$ cat config.mk
export PLATFORM = sky130hd
export DESIGN_NAME = memory_mapped_timer_flat
export DESIGN_NICKNAME = d
export VERILOG_FILES = /design/src/rtl/memory_mapped_timer_if.sv /design/src/rtl/memory_mapped_timer.sv /design/src/flat_wrapper.sv
export SDC_FILE = /design/constraint.sdc
export NUM_CORES = 1
export LEC_CHECK = 0
export BUFFER_PORTS_ARGS = -buffer_cell sky130_fd_sc_hd__buf_2
export CORE_MARGIN = 2
export CORE_UTILIZATION = 55
export CTS_CLUSTER_DIAMETER = 30
export DETAILED_ROUTE_END_ITERATION = 12
export PLACE_DENSITY = 0.77
export SLEW_MARGIN = 30
export SYNTH_ARGS = -nofsm -noshare
export SYNTH_HDL_FRONTEND = slang
export SYNTH_SLANG_ARGS = --single-unit
$ cat constraint.sdc
create_clock -name clock -period 4.2 [get_ports clock]
set_input_delay 0 -clock clock [delete_from_list [all_inputs] [get_ports clock]]
set_output_delay 0 -clock clock [all_outputs]
set_load 0.1 [all_outputs]
$ cat src/rtl/memory_mapped_timer_if.sv
// Device-side bus between the memory controller and the machine timer.
// The controller is the master; the timer responds as the slave.
interface memory_mapped_timer_if;
    logic [63:0] address;
    logic [63:0] write_data;
    logic        output_enable;
    logic        write_enable;
    logic        chip_select;
    logic [7:0]  byte_enable;
    logic [63:0] read_data;
    logic        busy;

    modport master (
        output address, write_data, output_enable, write_enable, chip_select, byte_enable,
        input  read_data, busy
    );

    modport slave (
        input  address, write_data, output_enable, write_enable, chip_select, byte_enable,
        output read_data, busy
    );
endinterface

$ cat src/rtl/memory_mapped_timer.sv
// RISC-V machine timer (mtime/mtimecmp) on the controller's device port,
// with a fixed-length busy handshake and a registered level interrupt.
module memory_mapped_timer #(
    parameter int unsigned CLOCK_CYCLES = 1,
    parameter int unsigned BUSY_TIME    = 4
) (
    input  logic                        clock,
    input  logic                        reset,
    memory_mapped_timer_if.slave        bus,
    output logic                        timer_interrupt
);

    localparam int unsigned PsWidth  = (CLOCK_CYCLES > 1) ? $clog2(CLOCK_CYCLES) : 1;
    localparam int unsigned CntWidth = (BUSY_TIME > 1) ? $clog2(BUSY_TIME) : 1;

    typedef enum logic [1:0] {StIdle, StBusy, StRelease} state_e;

    state_e                r_state;
    logic [CntWidth-1:0]   r_cnt;
    logic                  r_sel;
    logic                  r_op_wr;
    logic [63:0]           r_wdata;
    logic [7:0]            r_be;
    logic                  r_busy;
    logic [63:0]           r_read_data;
    logic [63:0]           r_mtime;
    logic [63:0]           r_mtimecmp;
    logic [PsWidth-1:0]    r_prescale;
    logic                  r_irq;

    logic                  w_request;
    logic                  w_tick;
    logic                  w_commit;
    logic [63:0]           w_mask;
    logic [63:0]           w_mtime_inc;
    logic [63:0]           w_mtime_next;
    logic [63:0]           w_cmp_next;
    logic                  w_unused_addr;

    assign w_unused_addr = ^{bus.address[63:4], bus.address[2:0]};

    always_comb begin
        w_request    = bus.chip_select & (bus.output_enable | bus.write_enable);
        w_tick       = (r_prescale == PsWidth'(CLOCK_CYCLES - 1));
        w_commit     = (r_state == StBusy) && (r_cnt == '0);
        w_mask       = '0;
        for (int k = 0; k < 8; k++) begin
            w_mask[8*k +: 8] = {8{r_be[k]}};
        end
        w_mtime_inc  = r_mtime + 64'(w_tick);
        w_mtime_next = w_mtime_inc;
        w_cmp_next   = r_mtimecmp;
        // Unwritten mtime bytes still advance with this cycle's increment.
        if (w_commit && r_op_wr) begin
            if (r_sel) begin
                w_cmp_next = (r_wdata & w_mask) | (r_mtimecmp & ~w_mask);
            end else begin
                w_mtime_next = (r_wdata & w_mask) | (w_mtime_inc & ~w_mask);
            end
        end
    end

    always_ff @(posedge clock or negedge reset) begin
        if (!reset) begin
            r_state     <= StIdle;
            r_cnt       <= '0;
            r_sel       <= 1'b0;
            r_op_wr     <= 1'b0;
            r_wdata     <= '0;
            r_be        <= '0;
            r_busy      <= 1'b0;
            r_read_data <= '0;
            r_mtime     <= '0;
            r_mtimecmp  <= '1;
            r_prescale  <= '0;
            r_irq       <= 1'b0;
        end else begin
            r_prescale <= w_tick ? '0 : r_prescale + 1'b1;
            r_mtime    <= w_mtime_next;
            r_mtimecmp <= w_cmp_next;
            r_irq      <= (r_mtime >= r_mtimecmp);
            unique case (r_state)
                StIdle: begin
                    if (w_request) begin
                        r_sel   <= bus.address[3];
                        r_wdata <= bus.write_data;
                        r_be    <= bus.byte_enable;
                        r_op_wr <= bus.write_enable;
                        r_cnt   <= CntWidth'(BUSY_TIME - 1);
                        r_busy  <= 1'b1;
                        r_state <= StBusy;
                    end
                end
                StBusy: begin
                    if (r_cnt == '0) begin
                        // Reads see mtime as it stood before this edge's increment.
                        if (!r_op_wr) begin
                            r_read_data <= r_sel ? r_mtimecmp : r_mtime;
                        end
                        r_busy  <= 1'b0;
                        r_state <= StRelease;
                    end else begin
                        r_cnt <= r_cnt - 1'b1;
                    end
                end
                StRelease: begin
                    if (!w_request) begin
                        r_state <= StIdle;
                    end
                end
                default: r_state <= StIdle;
            endcase
        end
    end

    assign bus.read_data   = r_read_data;
    assign bus.busy        = r_busy;
    assign timer_interrupt = r_irq;

endmodule

$ cat src/flat_wrapper.sv
// flat-port wrapper written by rule: the top's interface ports become plain ports
module memory_mapped_timer_flat 
#(
    parameter int unsigned CLOCK_CYCLES = 1,
    parameter int unsigned BUSY_TIME    = 4
)
  (clock, reset, timer_interrupt, bus_address, bus_write_data, bus_output_enable, bus_write_enable, bus_chip_select, bus_byte_enable, bus_read_data, bus_busy);
  memory_mapped_timer_if bus_i ();
  input  logic clock;
  input  logic reset;
  output logic timer_interrupt;
  input wire logic [$bits(bus_i.address)-1:0] bus_address;
  input wire logic [$bits(bus_i.write_data)-1:0] bus_write_data;
  input wire logic [$bits(bus_i.output_enable)-1:0] bus_output_enable;
  input wire logic [$bits(bus_i.write_enable)-1:0] bus_write_enable;
  input wire logic [$bits(bus_i.chip_select)-1:0] bus_chip_select;
  input wire logic [$bits(bus_i.byte_enable)-1:0] bus_byte_enable;
  output wire logic [$bits(bus_i.read_data)-1:0] bus_read_data;
  output wire logic [$bits(bus_i.busy)-1:0] bus_busy;
  assign bus_i.address = bus_address;
  assign bus_i.write_data = bus_write_data;
  assign bus_i.output_enable = bus_output_enable;
  assign bus_i.write_enable = bus_write_enable;
  assign bus_i.chip_select = bus_chip_select;
  assign bus_i.byte_enable = bus_byte_enable;
  assign bus_read_data = bus_i.read_data;
  assign bus_busy = bus_i.busy;
  memory_mapped_timer #(.CLOCK_CYCLES(CLOCK_CYCLES), .BUSY_TIME(BUSY_TIME)) u_core (.clock(clock), .reset(reset), .bus(bus_i), .timer_interrupt(timer_interrupt));
endmodule
==> run metrics <==
fin crit period 2860 ps; htree depth 2; M3 GR Usage 3.65%; global-route wire length before repair 54800 um; Startpoint Class register; Area growth, synth to finish 28.2%; Yosys top cell area share 38.3%; M1 GR Usage 33.9%; largest area contributor in the netlist dfrtp_1; critical path data required time 4630 ps; initial cell density of the core 55.9%; FF+latch count, synth 272; Synth Flop Type dfrtp_1; Max-Cap Viols 0; Synth Cell Area 13600 um2; RSZ-0062 raised after global routing no; wire per inst 17.9 um; Post-synth EDFFs 0; Final Power 15.9 mW; initial antenna violation count 2; setup TNS 0 ps; Mapped Nets 1453; Root Driver clkbuf_16; Worst VDD drop 0.572 mV; Detail Route Antenna Nets 0; area of the core 24300 um2; Setup Buffers After CTS 0; FF-to-FF path depth 6; Hold WC Path Type in2async; CTS buffer count 58; Die Wd 161 um; Rel. slew slack 36.2%; Setup WS post-layout 1340 ps; Hold Fails Final Rpt 0; All-Layer GR Usage 26.0%; # DRC 0; skew final 19.6 ps; met2 Use GR 44.1%; Critical Path AT 3290 ps; Worst-path clk slew 50 ps; average size of a mapped cell 10.9 um2; port buffer count 143; busiest metal layer after global routing met2; number of global-route vias before repair 11000; Die ar. 26000 um2; worst r2r src u_core.r_cnt[0]; Lkg Pwr 7.78 nW; RePlAce Congestion 0.826; Row Count 57; Synth cell types 51; hold slack 82.8 ps; maximum fanout along the worst path 15; Async SR Flop Fraction 100%; Fmax achieved 349 MHz; register area share after synthesis 50.7%; status finished, final reports clean; Mapped Cells 1246; Power per Cell Area 912 nW/um2; # IOs 207; Crit. End Element register; crit path launch u_core.r_cnt[0]; worst slew pin tran 953 ps; share of layout cells above drive strength 1 30.8%; Starting DRT DRC Count 592; gr ovfl total 0; CTS Buffer Depth 3; Finished Core Util 71.7%; largest net degree at the start of global routing 117; hpwl dp 20900 um; Via-to-Cell Ratio 5.58; TritonCTS clock tree built; final wirelength 33300 um; top post-synthesis cells by area dfrtp_1, dfstp_2, mux2_2, ha_1, mux2i_1; TritonRoute pass-1 iters 5; clock sink total 272; Final nets 1692; final worst path period share 68.2%; Final setup viols 0; die height 161 um; clk_lat worst skew 560 ps; Place WS 1340 ps; Setup CP Type reg2reg; Via Count 10400; YS warnings 0; Slew Viols, Final 0
## power breakdown
group,leakage (nW),internal (mW),switching (mW)
clock,0.953,3.10,1.48
sequential,3.20,3.91,1.11
combinational,3.63,2.01,4.28
total,7.78,9.03,6.86
## metal layers
layer,part of all wire [%],up-vias
li1,-,4874
met4,3.1,0
met1,43,5117
met5,0,-
met3,4.4,72
met2,49,314
## cell type report
type / instances / area (um2)
sequential: 272 / 6890
fill: 1678 / 6890
multi-input combinational: 845 / 6240
timing repair buffer: 227 / 1590
clock buffer: 72 / 1590
clock inverter: 36 / 417
tap: 324 / 405
inverter: 81 / 304
antenna: 2 / 5.00
## kinds of logic after synthesis
family	after synthesis	synth area share, %
compound gates	185	7.39
simple gates	329	12.0
fa+ha+maj	66	6.07
buf+inv	129	3.63
flops	272	50.7
mux	209	16.7
xor+xnor	56	3.61
## worst max-delay path, stage by stage (launching register included)
cell,delay (ps)
dfrtp_1,390
inv_1,60
ha_1,190
nand3b_1,200
nor3b_2,820
and2_0,670
mux2_2,400
## final timing paths
path,end,slack (ps)
hold reg to reg,u_core.r_cnt[0],480
max in group asynchronous,u_core.r_wdata[61],2930
setup reg to reg,u_core.r_mtime[1],1340
setup / recovery,u_core.r_mtime[1],1340
hold / removal,u_core.r_wdata[7],80
min in group clock,u_core.r_wdata[24],210
## cells in the mapped netlist, drive strengths merged, types with 2 or more instances
cell / number
and3: 18
a31oi: 3
xor2: 20
nand4b: 2
and2: 7
xnor2: 36
o21ai: 37
nand2: 78
or3: 4
buf: 11
o211ai: 3
ha: 66
nor3: 13
nand3: 35
a221oi: 3
nor4: 22
inv: 81
dfstp: 64
nand4: 21
nor2: 112
a221o: 2
mux2i: 67
nand3b: 2
clkbuf: 37
or2: 3
a21oi: 120
a21o: 13
nor3b: 2
mux2: 142
dfrtp: 208
and4: 7
## cells in the final DEF (no fill, tap or decap), drive strengths merged, types with 67 or more instances in the layout
cell type,netlist,routed
a21oi,120,120
buf,11,150
clkbuf,37,72
dfrtp,208,208
dlygate4sd3,0,77
inv,81,84
mux2,142,142
mux2i,67,67
nand2,78,78
nor2,112,112
## per-stage QoR
stage          std cells  cell area (um2)
2_1_floorplan       1246            13600
3_3_place_gp        1671            14600
3_5_place_dp        1672            14700
4_1_cts             1857            17400
5_1_grt             1859            17400
6_report            1859            17400
## what timing repair did
action / CTS / global route
hold endpoints to repair: 182 / 0
resized for setup: 0 / 0
hold buffers: 77 / 0
(Power assumes the default switching activity.)
